**src/rtl/pc_unit.sv**
```systemverilog
// -----------------------------------------------------------------------------
// pc_unit: program-counter unit for the single-cycle RV32I core.
//
// Holds the fetch PC, produces the sequential next PC, and arbitrates trap and
// branch/jump redirects. A redirect that arrives while the pipeline is stalled
// is held in a one-entry pending buffer and is applied once stall drops.
// Misaligned redirect targets halt fetch until a trap recovers the unit.
//
// Optional feature macro: PC_UNIT_PERF_EN
//   defined   -> stall_cycles / redirect_count are saturating 32-bit counters
//   undefined -> both outputs tie to 0 and no counter flops exist
//
// Ports:
//   clk             in   rising-edge clock
//   reset           in   synchronous, active-high reset (highest priority)
//   stall           in   hold PC this cycle
//   redirect_valid  in   branch/jump taken
//   redirect_target in   branch/jump target            [WIDTH]
//   trap_valid      in   trap/exception entry
//   trap_vector     in   trap handler address          [WIDTH]
//   pc              out  current fetch PC (registered) [WIDTH]
//   pc_seq          out  pc + INCR (combinational)     [WIDTH]
//   fetch_valid     out  pc is a valid fetch address (registered)
//   flush           out  one-cycle pulse: pc was just redirected (registered)
//   misalign        out  sticky misaligned-target fault
//   fault_addr      out  offending target, captured on fault [WIDTH]
//   stall_cycles    out  RUN cycles spent stalled      [32]
//   redirect_count  out  applied redirects and traps   [32]
//
// Handshake: there is no back-pressure. trap_valid / redirect_valid are
// single-cycle strobes sampled on the rising edge; the resulting pc change is
// visible exactly one cycle later, together with a one-cycle flush pulse.
// -----------------------------------------------------------------------------
module pc_unit #(
  parameter int                WIDTH        = 32,
  parameter logic [WIDTH-1:0]  RESET_VECTOR = '0,
  parameter int                INCR         = 4,
  parameter int                ALIGN_BITS   = 2
) (
  input  logic             clk,
  input  logic             reset,
  input  logic             stall,
  input  logic             redirect_valid,
  input  logic [WIDTH-1:0] redirect_target,
  input  logic             trap_valid,
  input  logic [WIDTH-1:0] trap_vector,
  output logic [WIDTH-1:0] pc,
  output logic [WIDTH-1:0] pc_seq,
  output logic             fetch_valid,
  output logic             flush,
  output logic             misalign,
  output logic [WIDTH-1:0] fault_addr,
  output logic [31:0]      stall_cycles,
  output logic [31:0]      redirect_count
);

  // Mask of the low bits that must be zero in a legal target. ALIGN_BITS=0
  // yields an all-zero mask, which disables both the check and the trap
  // vector forcing.
  localparam logic [WIDTH-1:0] ALIGN_MASK = WIDTH'((64'(1) << ALIGN_BITS) - 64'(1));

  typedef enum logic [1:0] {
    ST_BOOT = 2'd0,
    ST_RUN  = 2'd1,
    ST_HALT = 2'd2
  } state_e;

  state_e           state_q, state_d;
  logic [WIDTH-1:0] pc_q, pc_d;
  logic             fetch_valid_q, fetch_valid_d;
  logic             flush_q, flush_d;
  logic             misalign_q, misalign_d;
  logic [WIDTH-1:0] fault_addr_q, fault_addr_d;
  logic             pend_valid_q, pend_valid_d;
  logic [WIDTH-1:0] pend_target_q, pend_target_d;

  // Candidate target for the redirect/pending path, which shares the
  // misalignment check.
  logic             take_target;
  logic [WIDTH-1:0] cand_target;
  logic [WIDTH-1:0] trap_pc;

  assign pc_seq  = pc_q + WIDTH'(INCR);
  assign trap_pc = trap_vector & ~ALIGN_MASK;

  always_comb begin
    state_d       = state_q;
    pc_d          = pc_q;
    flush_d       = 1'b0;
    misalign_d    = misalign_q;
    fault_addr_d  = fault_addr_q;
    pend_valid_d  = pend_valid_q;
    pend_target_d = pend_target_q;
    take_target   = 1'b0;
    cand_target   = redirect_target;

    unique case (state_q)
      ST_BOOT: begin
        state_d = ST_RUN;
        if (trap_valid) begin
          pc_d         = trap_pc;
          flush_d      = 1'b1;
          pend_valid_d = 1'b0;
        end
      end

      ST_RUN: begin
        if (trap_valid) begin
          // Trap beats everything, including stall and a same-cycle redirect.
          pc_d         = trap_pc;
          flush_d      = 1'b1;
          pend_valid_d = 1'b0;
        end else if (redirect_valid && !stall) begin
          // A fresh redirect supersedes any pending one.
          take_target = 1'b1;
          cand_target = redirect_target;
        end else if (redirect_valid) begin
          // Stalled: remember only the newest redirect.
          pend_valid_d  = 1'b1;
          pend_target_d = redirect_target;
        end else if (pend_valid_q && !stall) begin
          take_target = 1'b1;
          cand_target = pend_target_q;
        end else if (!stall) begin
          pc_d = pc_seq;
        end

        if (take_target) begin
          pend_valid_d = 1'b0;
          if ((cand_target & ALIGN_MASK) != '0) begin
            // pc holds and no flush: fetch stops at the faulting point.
            fault_addr_d = cand_target;
            misalign_d   = 1'b1;
            state_d      = ST_HALT;
          end else begin
            pc_d    = cand_target;
            flush_d = 1'b1;
          end
        end
      end

      ST_HALT: begin
        pend_valid_d = 1'b0;
        if (trap_valid) begin
          pc_d       = trap_pc;
          flush_d    = 1'b1;
          misalign_d = 1'b0;
          state_d    = ST_RUN;
        end
      end

      default: begin
        state_d = ST_BOOT;
      end
    endcase

    fetch_valid_d = (state_d == ST_RUN);
  end

  always_ff @(posedge clk) begin
    if (reset) begin
      state_q       <= ST_BOOT;
      pc_q          <= RESET_VECTOR;
      fetch_valid_q <= 1'b0;
      flush_q       <= 1'b0;
      misalign_q    <= 1'b0;
      fault_addr_q  <= '0;
      pend_valid_q  <= 1'b0;
      pend_target_q <= '0;
    end else begin
      state_q       <= state_d;
      pc_q          <= pc_d;
      fetch_valid_q <= fetch_valid_d;
      flush_q       <= flush_d;
      misalign_q    <= misalign_d;
      fault_addr_q  <= fault_addr_d;
      pend_valid_q  <= pend_valid_d;
      pend_target_q <= pend_target_d;
    end
  end

  assign pc          = pc_q;
  assign fetch_valid = fetch_valid_q;
  assign flush       = flush_q;
  assign misalign    = misalign_q;
  assign fault_addr  = fault_addr_q;

`ifdef PC_UNIT_PERF_EN
  logic [31:0] stall_cycles_q, stall_cycles_d;
  logic [31:0] redirect_count_q, redirect_count_d;

  // flush_d is high exactly when a trap or redirect is applied this cycle.
  always_comb begin
    stall_cycles_d   = stall_cycles_q;
    redirect_count_d = redirect_count_q;
    if ((state_q == ST_RUN) && stall && (stall_cycles_q != 32'hFFFF_FFFF)) begin
      stall_cycles_d = stall_cycles_q + 32'd1;
    end
    if (flush_d && (redirect_count_q != 32'hFFFF_FFFF)) begin
      redirect_count_d = redirect_count_q + 32'd1;
    end
  end

  always_ff @(posedge clk) begin
    if (reset) begin
      stall_cycles_q   <= '0;
      redirect_count_q <= '0;
    end else begin
      stall_cycles_q   <= stall_cycles_d;
      redirect_count_q <= redirect_count_d;
    end
  end

  assign stall_cycles   = stall_cycles_q;
  assign redirect_count = redirect_count_q;
`else
  assign stall_cycles   = 32'd0;
  assign redirect_count = 32'd0;
`endif

endmodule

```
**config.mk**
```make
export PLATFORM = sky130hd
export DESIGN_NAME = pc_unit
export DESIGN_NICKNAME = d
export VERILOG_FILES = /design/src/rtl/pc_unit.sv
export SDC_FILE = /design/constraint.sdc
export NUM_CORES = 1
export LEC_CHECK = 0
export CAP_MARGIN = 25
export CORE_UTILIZATION = 50
export CTS_BUF_LIST = sky130_fd_sc_hd__clkbuf_4 sky130_fd_sc_hd__clkbuf_8 sky130_fd_sc_hd__clkbuf_16
export CTS_CLUSTER_DIAMETER = 120
export DETAILED_ROUTE_END_ITERATION = 16
export GPL_ROUTABILITY_DRIVEN = 0
export PLACE_DENSITY = 0.95
export SYNTH_ARGS = -nofsm -noshare
export SYNTH_HDL_FRONTEND = slang
export SYNTH_SLANG_ARGS = --single-unit
```
**constraint.sdc**
```tcl
create_clock -name clk -period 5.5 [get_ports clk]
set_input_delay 1.1 -clock clk [delete_from_list [all_inputs] [get_ports clk]]
set_output_delay 1.1 -clock clk [all_outputs]
set_load 0.02 [all_outputs]
```
======== Word level (Yosys, flattened, before mapping) ========
Cells that the tools add are included.
word-level totals
  memory bits (writable) .................. 0
  register bits after elaboration ......... 102
  word-level logic and storage cells ...... 71
  bits in read-only memories .............. 0
  memories kept ........................... 0
  bits in latches ......................... 0
operators by class
  equal/unequal tests ..................... 10
  add/sub/neg operators ................... 1
  bitwise gates (word level) .............. 2
  $mul .................................... 0
  muxes and demuxes ....................... 36
  order comparisons ....................... 0
  div/mod/pow operators ................... 0
  reductions and logical operators ........ 14
  shifts and indexed selects .............. 0
operators by type and width
  kind                     number
  $mux W32                 13
  $pmux W32 S2             1
  $add A32 B3 Y32 const B  1
  $reduce_bool A32 Y1      1
  $mux W1                  15
  $reduce_and A4 Y1        3
  $ne A2 B2 Y1 const B     4
  $ne A4 B4 Y1 const B     2
  $mux W2                  3
  $pmux W2 S3              1
  $eq A2 B1 Y1 const B     2
  $pmux W1 S2              2
  $reduce_bool A2 Y1       2
  $pmux W1 S3              1
  $reduce_and A3 Y1        1
  $reduce_bool A3 Y1       1
  $eq A2 B2 Y1 const B     1
  $logic_and A1 B1 Y1      2
  $logic_not A2 Y1         1
  $ne A2 B1 Y1 const B     1
  $not A1 Y1               2
  $reduce_and A2 Y1        1
  $reduce_or A2 Y1         1
  $logic_not A1 Y1         1

======== Logic depth before layout (Yosys ltp) ========
  word-level depth ........................ 12
  depth in mapped cells ................... 9
  mapped depth without buffers ............ 6

======== Worst setup path before layout ========
OpenSTA, ideal clock, no wires.
  path kind ............................... reg2out
  start ................................... reg pc_q[2] (netlist: pc[2])
  end ..................................... out pc_seq[26]
  arrival ................................. 2.553 ns
  data required time ...................... 4.400 ns
  slack ................................... 1.847 ns
  stages on the path, launching flop included .. 9
  path buffers ............................ 2
  cell sequence ........................... dfxtp_1 > ha_1 > nand3_4 > or4_1 > buf_2 > buf_2 > or2_2 > nor2_1 > xor2_1
on the way
  cells in the longest elaborated chain, start to end .. 1
RTL lines
  element                 line  RTL
  from (decl)             69    logic [WIDTH-1:0] pc_q, pc_d;
  from (signal assigned)  172   pc_q <= pc_d;
  $add A32 B3 Y32         83    assign pc_seq = pc_q + WIDTH'(INCR);
  to (decl)               48    output logic [WIDTH-1:0] pc_seq,
No other way between the ends.

======== Worst setup path after layout ========
Same ends and word-level chain as after synthesis.

==> metrics.log <==
INFO  metric status = complete, no violations
INFO  metric yosys_register_bits = 102
INFO  metric timing.setup.tns = 0 ps
INFO  metric drive_gt1_share = 5.09%
INFO  metric total_switching_power = 694 uW
INFO  metric track_usage = 28.7%
INFO  metric synth.top_cells.by_area = dfxtp_1 (30%), nand2_1 (9.4%), buf_4 (8.0%)
INFO  metric max_slew.worst_pin.slew = 860 ps
INFO  metric yosys_warnings = 0
INFO  metric vdd_drop_max = 0.000138 V
INFO  metric clock_path_buffers = 2
INFO  metric critical_path.startpoint_type = register
INFO  metric syn_avg_cell_area = 7.39 um2
INFO  metric grt_pass1_wl = 32,100 um
INFO  metric synthesis.area = 6730 um2
INFO  metric cp_data_required_time = 4400 ps
INFO  metric combPwrFrac = 26.1%
INFO  metric worst_slew_margin_rel = 42.1%
INFO  metric cp_data_arrival_time = 3490 ps
INFO  metric power_switching_share = 34.2%
INFO  metric postcts_setup_bufs = 0
INFO  metric hold_class = register to register
INFO  metric power.density = 241 nW/um2
INFO  metric power.sequential.fraction = 41.6%
INFO  metric design.portCount = 232
INFO  metric syn_inst = 910
INFO  metric detailedPlacementHpwl = 14,400 um
INFO  metric route.detailed.wl_per_inst = 17.3 um
INFO  metric clk_latency = 340 ps
INFO  metric netlist.top_cell.by_area = dfxtp_1
INFO  metric die_extent_in_x = 118 um
INFO  metric core-area = 13,200 um2
INFO  metric antenna_found_initial = 0
INFO  metric grt_start_max_net_pins = 109
INFO  metric clkTransAtPathRegs = 80 ps
INFO  metric post_cts_resize_count = 0
INFO  metric htree_levels = 3
INFO  metric route.detailed.vias_per_inst = 5.97
INFO  metric final.setup_skew = 8.90 ps
INFO  metric timing.setup.critical_path_class = register to primary output
INFO  metric tritoncts.num_buffers = 9
INFO  metric fin_area = 8420 um2
INFO  metric post-synth-top-area-fraction = 30.4%
INFO  metric count_of_tritonroute_iterations_in_the_first_routing_pass = 6
INFO  metric hold_fix_buffer_count_after_cts = 0
INFO  metric die_y = 118 um
INFO  metric cts_root_buf = clkbuf_16
INFO  metric final.min_clock_period = 4590 ps
INFO  metric fmax = 0.218 GHz
INFO  metric ys.flop_type = dfxtp_1
INFO  metric ant_nets = 0
INFO  metric hold_viol_final = 0
INFO  metric synthArstFlopShare = 0%
INFO  metric max_cap_viol_count = 0
INFO  metric globalRouteOverflowTotal = 0
INFO  metric clock_power_share = 32.2%
INFO  metric dpl-instance-area = 8070 um2
INFO  metric grt_pass1_vias = 6,081
INFO  metric synth_edf_count = 0
INFO  metric critical_path_peak_fanout = 17
INFO  metric cts_tree = yes
INFO  metric diode_count = 0
INFO  metric timing.hold.ws = 457 ps
INFO  metric slew_violations = 0
INFO  metric num_rows = 42
INFO  metric dr_total_vias = 7,150
INFO  metric power_report.internal_total = 1330 uW
INFO  metric cts.sinks = 102
INFO  metric initialDrtViolationCount = 986
INFO  metric seq_area_frac_synth = 30.4%
INFO  metric remaining_drc_errors = 0
INFO  metric period_share = 83.5%
INFO  metric io_buffer_count = 165
INFO  metric dieArea = 13,900 um2
INFO  metric end_kind = primary output
INFO  metric rsz0062_at_grt = false
INFO  metric ys_types = 70
INFO  metric area_growth_syn_to_layout = 25.2%
INFO  metric wirelength = 20,800 um
INFO  metric fillers = 1,140
INFO  metric setup_viol = 0
INFO  metric num-nets-final = 1,086
INFO  metric initial_cell_density_of_the_core = 51.0%
INFO  metric p_leak = 0.00312 uW
==> state kept, by name (all words and copies together), names as in the netlist <==
| signal | count |
|---|---|
| state_q | 2 |
| pend_valid_q | 1 |
| fault_addr | 32 |
| pc | 32 |
| fetch_valid | 1 |
| flush | 1 |
| pend_target_q | 32 |
| misalign | 1 |
==> through the flow <==
stage                     setup WS [ps]  power [uW]  std cells  utilization (%)
after CTS                           931        2020       1195             63.5
after floorplan                    1850        1190        973                -
after global routing                717        2110       1197             63.9
after global placement             1340        1360       1179             61.2
after detailed placement           1250        1380       1179             61.2
final                               910        2030       1197             63.9
==> worst paths after layout <==
| check | startpoint | endpoint | slack [ps] | depth (start not counted) |
|---|---|---|---|---|
| min | pend_target_q[5] | pend_target_q[5] | 460 | 2 |
| min reg2reg | pend_target_q[5] | pend_target_q[5] | 460 | 2 |
| max reg2reg | pc[2] | pc[20] | 2590 | 6 |
| max | pc[2] | pc_seq[26] | 910 | 7 |
==> worst max-delay path, stage by stage, from the launching register on <==
cell and delay (ps):
dfxtp_1 490, ha_1 320, nand3_4 160, or4_1 870, or2_2 400, nor2_1 130, xor2_1 150, clkdlybuf4s50_1 610
==> placed cells by master, fill, tap and decap left out, drive strengths merged, types with 9 or more instances in the layout <==
| cell type | count |
|---|---|
| nor3 | 19 |
| o21ai | 28 |
| a311oi | 12 |
| dfxtp | 102 |
| nand4 | 9 |
| or4 | 9 |
| nand2b | 9 |
| inv | 11 |
| nor2 | 86 |
| a31oi | 21 |
| clkdlybuf4s50 | 164 |
| a21oi | 55 |
| o211ai | 10 |
| buf | 17 |
| nand3 | 26 |
| nand2 | 170 |
| xor2 | 15 |
| conb | 64 |
| xnor2 | 21 |
| nor4 | 9 |
| mux2i | 27 |
| a211oi | 32 |
| clkbuf | 9 |
==> final cells by class <==
cell class,instances,area [um2],area share [%]
multi-input cells,715,4030,47.9
well taps,176,220,2.61
clock buffers,9,225,2.67
flip-flops and latches,102,2040,24.2
inverters,7,26.3,0.312
clock inverters,7,81.3,0.966
repair buffers,181,1800,21.3
==> power groups by stage <==
stage	Sequential [uW]	Combinational [uW]	Clock [uW]
after floorplan	862	329	0
after global placement	856	508	0
after detailed placement	859	517	0
after CTS	842	519	661
after global routing	850	563	697
final	844	530	654
==> logic make-up after synthesis <==
family,Yosys count,synth area share [%]
AND/OR/NAND/NOR,368,24.8
AO/OA/AOI/OAI,215,21.7
buffers and inverters,156,13.3
flip-flops,102,30.4
XOR/XNOR,36,4.69
multiplexers,31,4.93
adder cells (fa/ha/maj),1,0.186
other,1,0.0558
==> cells in the mapped netlist (all sizes together) (3+ instances only) <==
cell	number
nor2	86
nand3	26
or4	9
a211oi	32
o31a	7
nand4	9
and2	4
a2111oi	3
nor3	19
o21a	7
dfxtp	102
o21ai	28
xor2	15
a31oi	21
o31ai	6
o41ai	3
o211ai	10
buf	96
nand2	170
inv	6
and4	3
a21oi	55
nor2b	4
nor4	9
a311oi	12
mux2	4
and3	8
o311ai	5
mux2i	27
or3	7
clkbuf	53
a221oi	3
nand2b	9
xnor2	21
a211o	3
==> routing by layer <==
layer / vias to the layer above / GRT usage (%) / part of all wire, %
li1: 3291 / - / -
met4: 0 / 11.3 / 2.9
met1: 3281 / 39.6 / 40
met5: - / 0 / 0
met3: 65 / 6.83 / 13
met2: 513 / 42.9 / 45
(Power assumes the default switching activity.)
